[src/rtl/instr_load_sink.sv]
// rtl/instr_load_sink.sv - serial instruction-load sink with registered fetch port
module instr_load_sink #(
    parameter int DEPTH  = 64,
    parameter int ADDR_W = 6
) (
    input  logic              clk,
    input  logic              Reset,
    input  logic              LoadInstructions,
    input  logic [31:0]       Instruction,
    input  logic              fetch_en,
    input  logic [31:0]       PC,
    output logic [31:0]       InstrOut,
    output logic [ADDR_W:0]   load_count,
    output logic              ready,
    output logic              overflow
);

    localparam logic [ADDR_W:0] DEPTH_C = (ADDR_W + 1)'(DEPTH);
    localparam logic [ADDR_W:0] ONE_C   = (ADDR_W + 1)'(1);

    typedef enum logic [1:0] {
        IDLE    = 2'd0,
        LOADING = 2'd1,
        READY   = 2'd2
    } state_t;

    state_t            state;
    state_t            state_nxt;
    logic [ADDR_W:0]   wr_ptr;
    logic [31:0]       mem [DEPTH];

    logic              full;
    logic              load_start;
    logic              load_word;
    logic              load_drop;
    logic              wr_en;
    logic [ADDR_W-1:0] wr_idx;
    logic [ADDR_W-1:0] fetch_idx;
    logic              fetch_ok;
    logic              fetch_go;

    assign full       = (wr_ptr == DEPTH_C);
    // A load strobe outside LOADING always restarts the image at word 0.
    assign load_start = LoadInstructions && (state != LOADING);
    assign load_word  = LoadInstructions && (state == LOADING) && !full;
    assign load_drop  = LoadInstructions && (state == LOADING) && full;
    assign wr_en      = Reset && (load_start || load_word);
    assign wr_idx     = load_start ? '0 : wr_ptr[ADDR_W-1:0];

    assign fetch_idx  = PC[ADDR_W+1:2];
    assign fetch_ok   = (PC[1:0] == 2'b00)
                     && (PC[31:ADDR_W+2] == '0)
                     && ({1'b0, fetch_idx} < wr_ptr);
    // A concurrent load strobe pre-empts the fetch.
    assign fetch_go   = (state == READY) && fetch_en && !LoadInstructions;

    always_ff @(posedge clk) begin
        if (!Reset) begin
            state <= IDLE;
        end else begin
            state <= state_nxt;
        end
    end

    always_comb begin
        state_nxt = state;
        case (state)
            IDLE: begin
                if (LoadInstructions) begin
                    state_nxt = LOADING;
                end
            end
            LOADING: begin
                if (!LoadInstructions) begin
                    state_nxt = READY;
                end
            end
            READY: begin
                if (LoadInstructions) begin
                    state_nxt = LOADING;
                end
            end
            default: begin
                state_nxt = IDLE;
            end
        endcase
    end

    always_comb begin
        ready      = (state == READY);
        load_count = wr_ptr;
    end

    always_ff @(posedge clk) begin
        if (!Reset) begin
            wr_ptr   <= '0;
            overflow <= 1'b0;
        end else if (load_start) begin
            wr_ptr   <= ONE_C;
            overflow <= 1'b0;
        end else if (load_word) begin
            wr_ptr   <= wr_ptr + ONE_C;
        end else if (load_drop) begin
            overflow <= 1'b1;
        end
    end

    // Storage is deliberately not reset; wr_ptr bounds what is readable.
    always_ff @(posedge clk) begin
        if (wr_en) begin
            mem[wr_idx] <= Instruction;
        end
    end

    always_ff @(posedge clk) begin
        if (!Reset) begin
            InstrOut <= 32'h0;
        end else if (state != READY || LoadInstructions) begin
            InstrOut <= 32'h0;
        end else if (fetch_go) begin
            InstrOut <= fetch_ok ? mem[fetch_idx] : 32'h0;
        end
    end

endmodule

[config.mk]
export PLATFORM = sky130hd
export DESIGN_NAME = instr_load_sink
export DESIGN_NICKNAME = d
export VERILOG_FILES = /design/src/rtl/instr_load_sink.sv
export SDC_FILE = /design/constraint.sdc
export NUM_CORES = 2
export LEC_CHECK = 0
export BUFFER_PORTS_ARGS = -buffer_cell sky130_fd_sc_hd__buf_2
export CORE_MARGIN = 2
export CORE_UTILIZATION = 40
export CTS_BUF_LIST = sky130_fd_sc_hd__clkbuf_2
export CTS_CLUSTER_SIZE = 10
export DETAILED_ROUTE_END_ITERATION = 12
export GPL_TIMING_DRIVEN = 0
export PLACE_DENSITY = 0.61
export SLEW_MARGIN = 20
export SYNTH_ARGS = -nofsm -noshare
export SYNTH_HDL_FRONTEND = slang
export SYNTH_SLANG_ARGS = --single-unit
[constraint.sdc]
create_clock -name clk -period 7 [get_ports clk]
set_clock_uncertainty 0.2 [all_clocks]
set_input_delay 1.4 -clock clk [delete_from_list [all_inputs] [get_ports clk]]
set_output_delay 1.4 -clock clk [all_outputs]
set_load 0.05 [all_outputs]
* Yosys cells after proc, flatten, opt, wreduce, memory -nomap -nowiden
Memories as Yosys holds them, arrays and structs flattened.
Index checks and enable logic that the tools add are counted.
** Operators by class
- Add/subtract/negate cells :: 1
- $lt $le $gt $ge :: 1
- Equality and inequality tests :: 7
- Multiplexer cells :: 9
- Bitwise logic cells :: 2
- Reductions and logical operators :: 22
** Operator list (count)
- 32-bit two-way mux :: 1
- 24-bit logical NOT :: 1
- 1-bit logical AND :: 9
- 7-bit by 1-bit adder with 7-bit output, second input constant :: 1
- 7-bit equality test, second input constant :: 1
- 6-bit by 7-bit < comparator with 1-bit output :: 1
- 6-bit two-way mux :: 1
- 2-bit OR reduction :: 3
- 2-bit logical NOT :: 2
- 1-bit two-way mux :: 4
- 2-bit two-way mux :: 2
- 2-bit by 1-bit inequality test with 1-bit output, second input constant :: 2
- 2-bit inequality test, second input constant :: 2
- 2-bit case mux with 2 select lines :: 1
- 2-bit AND reduction :: 2
- 2-bit by 1-bit equality test with 1-bit output, second input constant :: 1
- 2-bit equality test, second input constant :: 1
- 1-bit logical NOT :: 2
- 1-bit logical OR :: 2
- 1-bit inverter :: 2
- 2-bit nonzero test :: 1
** Storage, ports and cells
- Register bits :: 42
- RAM bits :: 2048
- Output and inout bits :: 41
- Word-level logic and storage cells :: 48
- Memories :: 1
** Memories
- mem :: depth 64, width 32, rd ports 1, clocked after Yosys merged registers in 0, write ports 1, line 30 : logic [31:0] mem [DEPTH];

* Logic depth before layout (Yosys ltp)
- Word-level depth :: 7
- Mapped depth :: 11

* Least setup slack after synthesis
No wires, ideal clock.
- Path type :: input to register
- Start :: input LoadInstructions
- End :: memory mem[33][0] (enable)
- Data arrival time :: 5.307 ns
- Data required time :: 6.298 ns
- Setup slack :: 0.991 ns
- Cell stages on the path :: 5
- Buffers on the path :: 1
- Cell sequence :: buf_2 o311a_1 and3_1 nand3_1 nor4_1
** Between the ends
- Word-level cells in the longest chain between the ends :: 6
- Elaborated cells between the ends (all ways) :: 8
- Classes of those cells :: 3 x mux; 5 x reduce/logical
** Ends and longest elaborated chain
- start: declaration :: line 8 : input logic LoadInstructions,
- 1-bit logical AND (2 in a row) :: line 45 : assign load_word = LoadInstructions && (state == LOADING) && !full;
- 1-bit logical OR :: line 47 : assign wr_en = Reset && (load_start || load_word);
- 1-bit logical AND :: line 47
- 1-bit two-way mux :: line 110 : if (wr_en) begin
- 1-bit two-way mux (not written as such) :: line 111 : mem[wr_idx] <= Instruction;
- end: declaration :: line 30
Several ways; a longest one is shown, not always the timed one.

* Worst setup path after layout
- Start :: register wr_ptr[0] (netlist: load_count[0])
- End :: memory mem[33][10] (enable)
** Between the ends
- Word-level cells in the longest chain between the ends :: 7
- Elaborated cells between the ends (all ways) :: 8
- Classes of those cells :: 1 x eq/ne; 3 x mux; 4 x reduce/logical
** Ends and longest elaborated chain
- start: declaration :: line 29 : logic [ADDR_W:0] wr_ptr;
- start signal: assignment :: line 102 : wr_ptr <= wr_ptr + ONE_C;
- 7-bit equality test :: line 42 : assign full = (wr_ptr == DEPTH_C);
- 1-bit logical NOT :: line 45
- 1-bit logical AND :: line 45
- 1-bit logical OR :: line 47
- 1-bit logical AND :: line 47
- 1-bit two-way mux :: line 110
- 1-bit two-way mux (not written as such) :: line 111
Several ways; a longest one is shown, not always the timed one.

==> load_flow_metrics.sql <==
INSERT INTO impl_metrics (metric_group, metric, value, unit) VALUES
('power_and_ir_drop', 'cellInternalPower', '17.4', 'mW'),
('timing', 'fmaxAchievable', '193', 'MHz'),
('power_and_ir_drop', 'cellPowerDensity', '250', 'mW/mm^2'),
('placement', 'dpl_worst_slack', '1.04', 'ns'),
('setup_path', 'cp_top_family', 'simple AND/OR/NAND/NOR gates', ''),
('timing', 'worst_slew_margin_rel', '0.0793', ''),
('logic_synthesis', 'netlist_top_cells_count', 'sky130_fd_sc_hd__edfxtp_1, sky130_fd_sc_hd__mux4_2, sky130_fd_sc_hd__mux2i_1', ''),
('die', 'floorplan.die.width', '453', 'microns'),
('placement', 'place.detailed.hpwl', '189', 'mm'),
('setup_path', 'critical_path.endpoint_type', 'register', ''),
('placement', 'io_buffers', '106', ''),
('clocking', 'clock_buffer_depth', '4', ''),
('timing', 'grt_setup_unrepaired', 'no', ''),
('worst_hold_path', 'timing.hold.worst.class', 'in2reg', ''),
('logic_synthesis', 'post_synth_inst_count', '3811', ''),
('timing', 'worst_hold_slack', '0.194', 'ns'),
('placement', 'placed_cells_incl_taps', '6719', ''),
('clocking', 'clk_root_buffer_cell', 'sky130_fd_sc_hd__clkbuf_2', ''),
('logic_synthesis', 'synth_largest_area_cell', 'sky130_fd_sc_hd__edfxtp_1', ''),
('route', 'total_via_count_after_detailed_routing', '47200', ''),
('logic_synthesis', 'count_leader_synth', 'sky130_fd_sc_hd__edfxtp_1', ''),
('logic_synthesis', 'syn_area', '0.0807', 'sq mm'),
('placement', 'finalWeightedCongestion', '0.959', ''),
('timing', 'final_critical_path_setup_slack', '1.83', 'ns'),
('logic_synthesis', 'synth_top_flop_cell', 'sky130_fd_sc_hd__edfxtp_1', ''),
('power_and_ir_drop', 'clock_power_share', '0.352', ''),
('global_routing', 'grt_max_degree', '65', ''),
('finish', 'multi_input_comb_area', '0.0175', 'sq mm'),
('setup_path', 'worst_r2r_startpoint', 'load_count[0]', ''),
('timing', 'tightest_slew', '1.38', 'ns'),
('route', 'detail_route.wl_per_cell', '37.2', 'microns'),
('global_routing', 'via_count_of_the_first_global_routing_pass', '45900', ''),
('setup_path', 'critical_path_class', 'reg2reg', ''),
('outcome', 'run_status', 'completed', ''),
('die', 'die_area', '0.205', 'sq mm'),
('power_and_ir_drop', 'vdd_ir_drop_max', '0.213', 'mV'),
('route', 'final_antenna_net_count', '0', ''),
('die', 'floorplan.core_area', '0.200', 'sq mm'),
('logic_synthesis', 'synth-edff-count', '2048', ''),
('logic_synthesis', 'postSynth.asyncResetShare', '0', ''),
('logic_synthesis', 'share_of_the_synthesized_area_in_the_top_cell_type', '0.762', ''),
('power_and_ir_drop', 'power.combinational.fraction', '0.061', ''),
('finish', 'layoutNonFillerInstCount', '7673', ''),
('finish', 'finish.net_count', '4731', ''),
('logic_synthesis', 'synth-seq-cells', '2090', ''),
('power_and_ir_drop', 'power.share.switching', '0.256', ''),
('global_routing', 'grt_antenna_before_repair', '31', ''),
('logic_synthesis', 'ys.warnings.count', '0', ''),
('setup_path', 'worst_ep_required', '8.30', 'ns'),
('setup_path', 'critPathMaxFanout', '9', ''),
('die', 'vertical_extent_of_the_die', '453', 'microns'),
('timing', 'portion_of_the_clock_cycle_consumed_by_the_worst_path_in_the_final_layout', '0.738', ''),
('die', 'fp-row-count', '164', ''),
('route', 'wl', '286', 'mm'),
('setup_path', 'cpPeakStageDelay', '0.75', 'ns'),
('clocking', 'clk_transition_reported_paths', '0.11', 'ns'),
('power_and_ir_drop', 'power_leakage', '31.2', 'nW'),
('power_and_ir_drop', 'power', '23.4', 'mW'),
('clocking', 'worst_skew_pair.late_latency', '1.90', 'ns'),
('setup_path', 'worst_setup_sp', 'load_count[0]', ''),
('finish', 'drive_gt1_frac', '0.345', ''),
('run', 'maxCapViolCount', '0', ''),
('logic_synthesis', 'yosysSeqAreaShare', '0.773', ''),
('setup_path', 'worst_path_max_delay_cell', 'sky130_fd_sc_hd__dfxtp_1', ''),
('clocking', 'clkSinkCount', '2090', ''),
('clocking', 'cts.repair.resized', '0', ''),
('logic_synthesis', 'synth.top_cells.by_area', 'sky130_fd_sc_hd__edfxtp_1, sky130_fd_sc_hd__mux4_2, sky130_fd_sc_hd__mux2i_1, sky130_fd_sc_hd__a22oi_1, sky130_fd_sc_hd__dfxtp_1', ''),
('global_routing', 'grt_util_all_layers', '0.276', ''),
('logic_synthesis', 'synth_cell_types', '70', ''),
('timing', 'report.final.hold_viol_count', '0', ''),
('route', 'detail_route.vias_per_cell', '6.15', '');
==> flip-flops by register name, indices dropped and copies added (netlist names) <==
name and flops:
state 2, load_count 7, mem 2048, overflow 1, InstrOut 32
==> cells in the final DEF (no fill, tap or decap), types with 43 or more instances in the layout <==
| master | instances |
|---|---|
| sky130_fd_sc_hd__nand2_1 | 104 |
| sky130_fd_sc_hd__mux2i_1 | 332 |
| sky130_fd_sc_hd__mux4_2 | 399 |
| sky130_fd_sc_hd__a21oi_1 | 71 |
| sky130_fd_sc_hd__buf_12 | 67 |
| sky130_fd_sc_hd__a22oi_1 | 126 |
| sky130_fd_sc_hd__edfxtp_1 | 2048 |
| sky130_fd_sc_hd__clkbuf_2 | 798 |
| sky130_fd_sc_hd__dlygate4sd3_1 | 43 |
| sky130_fd_sc_hd__nor2_4 | 63 |
| sky130_fd_sc_hd__buf_16 | 68 |
| sky130_fd_sc_hd__buf_2 | 148 |
| sky130_fd_sc_hd__nand3_1 | 75 |
| sky130_fd_sc_hd__clkinv_1 | 72 |
| sky130_fd_sc_hd__buf_4 | 90 |
==> layer usage <==
layer / track usage / vias up / part of all wire / wire length (microns)
li1: - / 18000 / - / -
met1: 0.349 / 24500 / 0.35 / 101000
met2: 0.409 / 3812 / 0.44 / 127000
met3: 0.0981 / 839 / 0.14 / 38600
met4: 0.163 / 18 / 0.068 / 19500
met5: 0 / - / 0.00080 / 228
==> timing repair <==
action,in CTS,in global routing
endpoints found under the setup margin,0,0
setup buffers,0,0
hold endpoints to repair,894,850
hold buffers,27,16
==> worst reg2reg max path: stages (launching register included) <==
cell and delay (ns):
sky130_fd_sc_hd__dfxtp_1 0.75, sky130_fd_sc_hd__clkbuf_1 0.40, sky130_fd_sc_hd__inv_1 0.20, sky130_fd_sc_hd__ha_1 0.25, sky130_fd_sc_hd__nand2_1 0.12, sky130_fd_sc_hd__o311a_1 0.27, sky130_fd_sc_hd__and3_1 0.27, sky130_fd_sc_hd__nand3_1 0.64
sky130_fd_sc_hd__nor4_2 0.75, sky130_fd_sc_hd__buf_4 0.29, sky130_fd_sc_hd__buf_2 0.23, sky130_fd_sc_hd__buf_2 0.26, sky130_fd_sc_hd__buf_4 0.20
==> final timing paths <==
kind,slack [ns],cells past startpoint,endpoint
max reg2reg,1.83,12,mem[33][10]
min,0.19,7,InstrOut[23]
min reg2reg,0.30,2,InstrOut[25]
max,1.83,12,mem[33][10]
==> stage by stage <==
stage               cell area [sq um]  TNS [ns]
floorplan                       80700         0
global placement                84500   -368.21
CTS                             93200         0
finish                          93400         0
detailed placement              88300         0
global route                    93400         0
==> power by group through the flow <==
stage               combinational (mW)  sequential [mW]  clock, mW
floorplan                        0.641             14.0          0
global placement                  1.31             14.0          0
detailed placement                1.35             14.0          0
CTS                               1.36             13.7       8.30
global route                      1.44             13.7       8.94
finish                            1.42             13.7       8.24
==> layout make-up <==
| cell class | count | area share |
|---|---|---|
| sequential | 2090 | 0.667 |
| multi-input combinational | 1502 | 0.187 |
| timing repair buffer | 298 | 0.0466 |
| clock buffer | 795 | 0.0426 |
| tap | 2656 | 0.0356 |
| buffer | 204 | 0.0139 |
| clock inverter | 100 | 0.00627 |
| inverter | 15 | 0.000603 |
| antenna | 13 | 0.000348 |
==> cell families after synthesis <==
logic type,Yosys count,synth area share
muxes,736,0.153
and+or+nand+nor,396,0.0235
adders and majority gates,7,0.00109
AOI/OAI and AO/OA,358,0.0320
xor gates and xnor gates,5,0.000543
DFF,2090,0.773
buffers and inverters,219,0.0167
Power figures use the tool's default switching activity.
